==> src/rtl/dt_bias_feeder.sv <==
// dt/bias tile feeder: buffers dt tiles from DMA in a small FIFO and issues
// one dt tile plus its matching bias tile per cycle, walking NT tiles per token
// for seq_len tokens.
// Optional statistics counters are enabled by defining DT_FEED_STATS_EN.
module dt_bias_feeder #(
  parameter int unsigned DW         = 16,
  parameter int unsigned H_TILE     = 1,
  parameter int unsigned NH         = 24,
  parameter int unsigned FIFO_DEPTH = 4,
  localparam int unsigned NT        = NH / H_TILE,
  localparam int unsigned AW        = (NT > 1) ? $clog2(NT) : 1,
  localparam int unsigned TW        = H_TILE * DW
) (
  input  logic          clk,
  input  logic          rst,
  input  logic          start_i,
  input  logic [15:0]   seq_len_i,
  input  logic          bias_we_i,
  input  logic [AW-1:0] bias_addr_i,
  input  logic [TW-1:0] bias_wdata_i,
  input  logic          dt_valid_i,
  output logic          dt_ready_o,
  input  logic [TW-1:0] dt_data_i,
  input  logic          hold_i,
  output logic          valid_o,
  output logic [TW-1:0] dt_o,
  output logic [TW-1:0] bias_o,
  output logic [AW-1:0] tile_idx_o,
  output logic          last_o,
  output logic          busy_o,
  output logic          done_o,
  output logic [31:0]   stat_issued_o,
  output logic [31:0]   stat_stall_o
);

  localparam int unsigned PW = $clog2(FIFO_DEPTH);

  typedef enum logic {StIdle, StRun} state_e;

  state_e        state_q, state_d;
  logic [15:0]   seq_len_q, seq_len_d;
  logic [AW-1:0] tile_q, tile_d;
  logic [15:0]   token_q, token_d;
  // Pointers carry one extra wrap bit to tell full from empty.
  logic [PW:0]   wptr_q, wptr_d, rptr_q, rptr_d;
  logic          valid_q, valid_d, last_q, last_d, done_q, done_d;
  logic [TW-1:0] dt_q, dt_d, bias_q, bias_d;
  logic [AW-1:0] tile_idx_q, tile_idx_d;

  logic [TW-1:0] bias_mem_q [NT];
  logic [TW-1:0] fifo_mem   [FIFO_DEPTH];

  logic fifo_empty, fifo_full, push, issue, last_tile, in_run;

  assign in_run     = (state_q == StRun);
  assign fifo_empty = (wptr_q == rptr_q);
  assign fifo_full  = (wptr_q[PW] != rptr_q[PW]) && (wptr_q[PW-1:0] == rptr_q[PW-1:0]);
  assign dt_ready_o = in_run && !fifo_full;
  assign push       = dt_valid_i && dt_ready_o;
  // The run leaves RUN on the final issue, so in RUN the issued count is always below the target.
  assign issue      = in_run && !fifo_empty && !hold_i;
  assign last_tile  = (token_q == seq_len_q - 16'd1) && (tile_q == AW'(NT - 1));

  // Bias table: written only while idle, cleared by reset.
  always_ff @(posedge clk or posedge rst) begin
    if (rst) begin
      for (int i = 0; i < int'(NT); i++) bias_mem_q[i] <= '0;
    end else if (bias_we_i && !in_run && (32'(bias_addr_i) < NT)) begin
      bias_mem_q[bias_addr_i] <= bias_wdata_i;
    end
  end

  // FIFO storage; contents need no reset since pointers gate visibility.
  always_ff @(posedge clk) begin
    if (push) fifo_mem[wptr_q[PW-1:0]] <= dt_data_i;
  end

  // Next-state: run control, FIFO pointers, tile/token walk and output registers.
  always_comb begin
    state_d    = state_q;
    seq_len_d  = seq_len_q;
    tile_d     = tile_q;
    token_d    = token_q;
    wptr_d     = wptr_q;
    rptr_d     = rptr_q;
    valid_d    = 1'b0;
    last_d     = 1'b0;
    done_d     = valid_q && last_q;
    dt_d       = dt_q;
    bias_d     = bias_q;
    tile_idx_d = tile_idx_q;

    if (push) wptr_d = wptr_q + 1'b1;

    unique case (state_q)
      StIdle: begin
        if (start_i) begin
          if (seq_len_i != 16'd0) begin
            state_d   = StRun;
            seq_len_d = seq_len_i;
            tile_d    = '0;
            token_d   = '0;
          end else begin
            done_d = 1'b1;
          end
        end
      end
      StRun: begin
        if (issue) begin
          rptr_d     = rptr_q + 1'b1;
          valid_d    = 1'b1;
          dt_d       = fifo_mem[rptr_q[PW-1:0]];
          bias_d     = bias_mem_q[tile_q];
          tile_idx_d = tile_q;
          last_d     = last_tile;
          if (tile_q == AW'(NT - 1)) begin
            tile_d  = '0;
            token_d = token_q + 16'd1;
          end else begin
            tile_d = tile_q + 1'b1;
          end
          // Run end drops any surplus buffered tiles.
          if (last_tile) begin
            state_d = StIdle;
            wptr_d  = '0;
            rptr_d  = '0;
          end
        end
      end
      default: state_d = StIdle;
    endcase
  end

  // State and output registers.
  always_ff @(posedge clk or posedge rst) begin
    if (rst) begin
      state_q    <= StIdle;
      seq_len_q  <= '0;
      tile_q     <= '0;
      token_q    <= '0;
      wptr_q     <= '0;
      rptr_q     <= '0;
      valid_q    <= 1'b0;
      last_q     <= 1'b0;
      done_q     <= 1'b0;
      dt_q       <= '0;
      bias_q     <= '0;
      tile_idx_q <= '0;
    end else begin
      state_q    <= state_d;
      seq_len_q  <= seq_len_d;
      tile_q     <= tile_d;
      token_q    <= token_d;
      wptr_q     <= wptr_d;
      rptr_q     <= rptr_d;
      valid_q    <= valid_d;
      last_q     <= last_d;
      done_q     <= done_d;
      dt_q       <= dt_d;
      bias_q     <= bias_d;
      tile_idx_q <= tile_idx_d;
    end
  end

  assign valid_o    = valid_q;
  assign last_o     = last_q;
  assign done_o     = done_q;
  assign dt_o       = dt_q;
  assign bias_o     = bias_q;
  assign tile_idx_o = tile_idx_q;
  assign busy_o     = in_run;

`ifdef DT_FEED_STATS_EN
  logic [31:0] issued_q, issued_d, stall_q, stall_d;

  // Saturating issue and stall counters, cleared when a run is started.
  always_comb begin
    issued_d = issued_q;
    stall_d  = stall_q;
    if (start_i && !in_run) begin
      issued_d = '0;
      stall_d  = '0;
    end else begin
      if (issue && (issued_q != '1)) issued_d = issued_q + 32'd1;
      if (in_run && !fifo_empty && hold_i && (stall_q != '1)) stall_d = stall_q + 32'd1;
    end
  end

  // Statistics registers.
  always_ff @(posedge clk or posedge rst) begin
    if (rst) begin
      issued_q <= '0;
      stall_q  <= '0;
    end else begin
      issued_q <= issued_d;
      stall_q  <= stall_d;
    end
  end

  assign stat_issued_o = issued_q;
  assign stat_stall_o  = stall_q;
`else
  assign stat_issued_o = '0;
  assign stat_stall_o  = '0;
`endif

endmodule

==> config.mk <==
export PLATFORM = sky130hd
export DESIGN_NAME = dt_bias_feeder
export DESIGN_NICKNAME = d
export VERILOG_FILES = /design/src/rtl/dt_bias_feeder.sv
export SDC_FILE = /design/constraint.sdc
export NUM_CORES = 1
export LEC_CHECK = 0
export ABC_AREA = 1
export BUFFER_PORTS_ARGS = -buffer_cell sky130_fd_sc_hd__buf_2
export CAP_MARGIN = 0
export CORE_ASPECT_RATIO = 0.5
export CORE_MARGIN = 3
export CORE_UTILIZATION = 42
export CTS_CLUSTER_DIAMETER = 100
export DETAILED_ROUTE_END_ITERATION = 8
export REMOVE_ABC_BUFFERS = 1
export SYNTH_ARGS = -nofsm -noshare
export SYNTH_HDL_FRONTEND = slang
export SYNTH_SLANG_ARGS = --single-unit
==> constraint.sdc <==
create_clock -name clk -period 36.7 [get_ports clk]
set_input_delay 3.67 -clock clk [delete_from_list [all_inputs] [get_ports clk]]
set_output_delay 3.67 -clock clk [all_outputs]
set_load 0.02 [all_outputs]
==> impl_metrics.yaml, run 1 <==
run_status:
  status: "complete, no violations"
critical_path:
  cpPeakStageDelay_ns: 0.89
  r2r_cells: 7
  crit_end: "dt_ready_o"
  end_kind: "output pin"
  path_depth: 6
  crit_family: "flip-flops"
  reg2reg_from: "rptr_q[1]$_DFFE_PP0P_"
  crit_buf_inv: 2
  worstSetupStartpoint: "rptr_q[1]$_DFFE_PP0P_"
  path_common_cell: "nand2_1"
  path_class: "reg2out"
  slowest_stage: "dfrtp_1"
  r2r_end: "bias_o[8]$_DFFE_PP0P_"
  worst-path-max-fanout: 20
  reg2reg_slack_ns: 33.24
  critPathArrivalTime_ns: 2.14
  worstPathCellList: "xor2_1 -> nor2_1 -> nand2_1 -> nand2_1 -> inv_1 -> buf_2"
  worstPathRequired_ns: 33.03
  startpoint_type: "flop"
cts:
  clockBufferDepth: 3
  cts_root_buffer: "clkbuf_16"
  cts_tree: "built"
  cts_setup_buffers: 0
  cts_buffers: 49
  cts-htree-levels: 2
  cts_resized: 0
  clk-insertion-delay-late_ns: 0.58
  clkTransAtPathRegs_ns: 0.07
  cts_sinks: 532
  cts_hold_buf: 0
die:
  initial_core_util: 0.433
  design.core.area_um2: 56600
  io-pin-count: 165
  die_y_um: 177
  num_rows: 61
  die_w_um: 348
  die-area_um2: 61500
final_layout:
  drive_above_1_share: 0.0841
  diodes: 0
  final_common_cell: "nand2_1"
  final_cell_mix: "nand2_1 (682), o21ai_0 (596), dfrtp_1 (466)"
  nets: 2908
  area_growth_pct: 9.14
power_and_ir_drop:
  power_mw: 1.85
  leakagePower_nw: 11.9
  cellPowerDensity_nw_per_um2: 69.0
  vdd_ir_drop_max_mv: 0.0413
detailed_routing:
  firstDrtPassIters: 5
  drtIter0Drc: 1706
  drc_errors: 0
  wl_per_cell_um: 17.8
  vias_per_cell: 5.25
  num_vias: 19100
  routed_wl_um: 64700
  antenna_left: 0
logic_synthesis:
  synthCells: 2864
  avgSynthCellArea_um2: 8.56
  synthAdderAreaFrac: 0.00408
  synth_mux_area_frac: 0
  yosysWarnings: 0
  synth-compound-area-share: 0.166
  yosysSeqAreaShare: 0.556
  netlist_area_um2: 24500
  synthFlopType: "dfrtp_1"
  synth-xor-area-share: 0.0114
  synth_simple_gate_area_share: 0.185
  ys_seq_elements: 532
  synth_top_family_by_area: "simple AND/OR/NAND/NOR gates"
  async_reset_ff_frac: 0.880
  synth_cell_type_count: 45
  synth_edf_count: 64
grt:
  met3_usage: 0.0323
  grt_most_used_layer: "met2"
  grtUsageMet2: 0.348
  antenna_found_initial: 0
  overflow: 0
  track_usage: 0.210
  use_met1: 0.293
  grt_pass1_vias: 18200
  grt_max_degree: 168
  grt_pass1_wl_um: 103000
hold_path:
  whs_path_depth: 2
  hold_path_class: "reg2reg"
timing:
  fin_worst_skew_ns: 0.0126
  rsz0062_at_grt: "no"
  report.final.setup_viol: 0
  finalCriticalPeriod_ns: 5.81
  final.period_utilization: 0.158
  relSlewSlack: 0.141
  tightest_slew_ns: 1.28
  drv_slew: 0
  fmax_mhz: 172
  setup_tns_ns: 0
  hold_viol_final: 0
place:
  gp_congestion: 0.832
  portBuffers: 100
  hpwl_um: 37000
flow_run:
  cap_violations: 0
## sequential cells by signal, summed over array words and instances (netlist names)
register / flops
seq_len_q: 16
bias_o: 16
valid_o: 1
dt_o: 16
done_o: 1
rptr_q: 3
bias_mem_q: 384
tile_q: 5
token_q: 16
tile_idx_o: 5
last_o: 1
fifo_mem: 64
busy_o: 1
wptr_q: 3
## per-layer routing
| metal | wire length (µm) | up-vias |
|---|---|---|
| met5 | 0 | - |
| met4 | 1320 | 0 |
| met3 | 3660 | 95 |
| met2 | 30000 | 536 |
| met1 | 29700 | 9147 |
| li1 | - | 9303 |
## area by class of cell
cell class	count	area, µm²
Tap cell	756	946
Sequential cell	532	13600
Fill cell	5532	29900
Clock inverter	13	208
Clock buffer	75	1440
Inverter	130	500
Multi-Input combinational cell	1993	9260
Timing Repair Buffer	135	776
## logic make-up (layout without fill, tap and decap cells)
| kind of cell | count (synthesis) | after routing |
|---|---|---|
| xor gates and xnor gates | 32 | 32 |
| DFF | 532 | 532 |
| AOI/OAI and AO/OA | 762 | 762 |
| buffers and inverters | 402 | 353 |
| adders and majority gates | 8 | 8 |
| and+or+nand+nor | 1127 | 1127 |
| other | 1 | 64 |
## how the worst min path moves through the flow
stage	from	endpoint	slack, ns
after floorplan	bias_mem_q[16]$_DFFE_PP0P_	bias_mem_q[16]$_DFFE_PP0P_	0.45
after global routing	bias_mem_q[377]$_DFFE_PP0P_	bias_mem_q[377]$_DFFE_PP0P_	0.50
after detailed placement	bias_mem_q[374]$_DFFE_PP0P_	bias_mem_q[374]$_DFFE_PP0P_	0.47
final	bias_mem_q[32]$_DFFE_PP0P_	bias_mem_q[32]$_DFFE_PP0P_	0.48
after CTS	bias_mem_q[216]$_DFFE_PP0P_	bias_mem_q[216]$_DFFE_PP0P_	0.48
after global placement	bias_mem_q[44]$_DFFE_PP0P_	bias_mem_q[44]$_DFFE_PP0P_	0.46
## cell usage after synthesis, types with 8 or more instances
master | count | area [µm²]
nand2_1 | 683 | 2560
o21ai_0 | 596 | 2980
dfrtp_1 | 468 | 11700
nor2_1 | 297 | 1110
inv_1 | 125 | 469
clkbuf_1 | 119 | 447
nand3_1 | 94 | 470
buf_2 | 78 | 390
buf_4 | 68 | 510
edfxtp_1 | 64 | 1920
a21oi_1 | 47 | 235
o211ai_1 | 33 | 248
o221ai_1 | 25 | 219
nand4_1 | 22 | 138
o21ai_1 | 22 | 110
xor2_1 | 22 | 193
a31oi_1 | 18 | 113
o22ai_1 | 10 | 62.6
xnor2_1 | 10 | 87.6
ha_1 | 8 | 100
nor3_1 | 8 | 40.0
## through the flow
step	worst slack, ns	cell area (µm²)	std cells	utilization	hold slack, ns
after floorplan	19.98	23400	2655	-	0.448
after global placement	30.23	25100	3546	0.444	0.461
after detailed placement	30.22	25100	3546	0.444	0.467
after CTS	30.82	26800	3634	0.473	0.484
after global routing	30.57	26800	3634	0.473	0.496
final	30.89	26800	3634	0.473	0.478
## power breakdown
part | total (mW) | internal (mW) | switching (mW)
logic | 0.574 | 0.171 | 0.403
registers | 0.741 | 0.673 | 0.0674
clock network | 0.533 | 0.306 | 0.226
total | 1.85 | 1.15 | 0.696
## worst reg2reg max path: stages (launching register included)
cell and delay (ns):
dfrtp_1 0.89, xor2_1 0.21, nor2_1 0.08, nand2_1 0.13, nand2_2 0.51, nor2_2 1.04
inv_1 0.28, o21ai_0 0.23
Note: power is estimated with default switching activity, not from simulation.
==> inputs of run 2 (changes only) <==
Clock period 36.7 ns to 5.4 ns, I/O delays scaled along.
==> run 2 against run 1 <==
- core utilization grew 0.12 points
- sequential power increased to 6.7 times the previous value
- worst hold slack lost 0.39 ns
- critical path depth up 1
- non-clock buffer count is 4 higher
- count of clock-buffer cells in the layout down 2
==> impl_metrics.yaml, run 2 (synthesis gave the netlist of run 1 again) <==
cts:
  cts_sinks: 532
  cts_resized: 0
  cts_hold_buf: 0
  clockBufferDepth: 3
  cts_root_buffer: "clkbuf_16"
  cts_setup_buffers: 0
  cts_buffers: 50
  clk-insertion-delay-late_ns: 0.60
  clkTransAtPathRegs_ns: 0.07
  cts-htree-levels: 2
  cts_tree: "built"
die:
  die-area_um2: 61500
  die_y_um: 177
  num_rows: 61
  die_w_um: 348
  design.core.area_um2: 56600
  initial_core_util: 0.433
  io-pin-count: 165
power_and_ir_drop:
  cellPowerDensity_nw_per_um2: 466
  power_mw: 12.5
  leakagePower_nw: 12.0
  vdd_ir_drop_max_mv: 0.276
final_layout:
  nets: 2913
  area_growth_pct: 9.41
  drive_above_1_share: 0.0873
  max_flop_register: "bias_mem_q"
  final_cell_mix: "nand2_1 (682), o21ai_0 (596), dfrtp_1 (466)"
  final.fill_count: 5492
  diodes: 0
  finalNonFillerCells: 3641
  largest_reg_flops: 384
  final_cell_area_um2: 26800
  final_common_cell: "nand2_1"
timing:
  final.period_utilization: 0.577
  relSlewSlack: 0.210
  fin_worst_skew_ns: 0.0301
  report.final.setup_viol: 0
  fmax_mhz: 321
  rsz0062_at_grt: "no"
  finalCriticalPeriod_ns: 3.12
  tightest_slew_ns: 1.18
  hold_viol_final: 0
  hold-worst-slack_ns: 0.0828
  drv_slew: 0
critical_path:
  critPathArrivalTime_ns: 3.61
  worstPathRequired_ns: 5.89
  end_kind: "flop"
  path_class: "reg2reg"
  worstSetupStartpoint: "rptr_q[1]$_DFFE_PP0P_"
  reg2reg_slack_ns: 2.28
  r2r_end: "bias_o[8]$_DFFE_PP0P_"
  startpoint_type: "flop"
  reg2reg_from: "rptr_q[1]$_DFFE_PP0P_"
  r2r_cells: 7
  crit_end: "bias_o[8]$_DFFE_PP0P_"
  worst-path-max-fanout: 29
place:
  place_area_um2: 25200
  hpwl_um: 38200
  dp.cells: 3550
  portBuffers: 100
  gp_congestion: 0.837
grt:
  grt_pass1_vias: 18300
  overflow: 0
  antenna_found_initial: 0
  grt_max_degree: 195
  grt_pass1_wl_um: 105000
  track_usage: 0.214
detailed_routing:
  vias_per_cell: 5.24
  routed_wl_um: 65300
  antenna_left: 0
  drc_errors: 0
  drtIter0Drc: 1742
  firstDrtPassIters: 5
  num_vias: 19100
  wl_per_cell_um: 17.9
flow_run:
  cap_violations: 0
hold_path:
  hold_path_class: "in2async"
run_status:
  status: "complete, no violations"
[run 2: cell count changes in the layout (fill, tap and decap cells not counted), sizes merged]
cell      before  now
buf          135  139
bufinv         5    3
clkbuf        75   73
clkinv         6   11
clkinvlp       1    3
[run 2: layout make-up]
type / instances / area [µm²] / share of cell area
multi-input cells: 1993 / 9250 / 0.345
repair buffers: 139 / 831 / 0.0310
clock inverters: 18 / 191 / 0.00713
clock buffers: 73 / 1480 / 0.0551
flip-flops and latches: 532 / 13600 / 0.508
inverters: 130 / 500 / 0.0186
well taps: 756 / 946 / 0.0352
[run 2: stage by stage]
step | utilization | TNS [ns] | setup slack (ns)
after floorplan | - | -3872.28 | -8.19
after global placement | 0.444 | 0 | 2.39
after detailed placement | 0.444 | 0 | 2.30
after CTS | 0.474 | 0 | 2.29
after global routing | 0.474 | 0 | 1.99
final | 0.474 | 0 | 2.28
[run 2: per-layer routing]
layer / GRT usage / vias to the layer above / part of all wire / wire (µm)
met3: 0.0308 / 79 / 0.054 / 3540
met2: 0.352 / 525 / 0.46 / 30200
met1: 0.301 / 9183 / 0.46 / 30400
met4: 0.0495 / 0 / 0.018 / 1160
met5: 0 / - / 0 / 0
li1: - / 9308 / - / -
[run 2: power by group]
part,switching [mW],internal [mW],leakage (nW)
sequential,0.396,4.58,6.92
clock,1.56,2.05,0.821
combinational,2.74,1.17,4.23
[run 2: how the worst min path moves through the flow]
stage,start,end,depth (start not counted),slack (ns)
6_report,rst,bias_mem_q[267]$_DFFE_PP0P_,2,0.08
5_1_grt,seq_len_i[12],seq_len_q[12]$_DFFE_PP0P_,3,0.16
4_1_cts,seq_len_i[2],seq_len_q[2]$_DFFE_PP0P_,3,0.14
3_5_place_dp,bias_mem_q[110]$_DFFE_PP0P_,bias_mem_q[110]$_DFFE_PP0P_,2,0.47
3_3_place_gp,bias_mem_q[45]$_DFFE_PP0P_,bias_mem_q[45]$_DFFE_PP0P_,2,0.46
2_1_floorplan,bias_mem_q[16]$_DFFE_PP0P_,bias_mem_q[16]$_DFFE_PP0P_,2,0.45
[run 2: critical path, stage by stage, from the launching register on]
cell     delay, ns
dfrtp_1       0.83
xor2_1        0.20
nor2_1        0.08
nand2_1       0.07
nand2_2       0.44
nor2_2        0.89
inv_1         0.26
o21ai_0       0.23
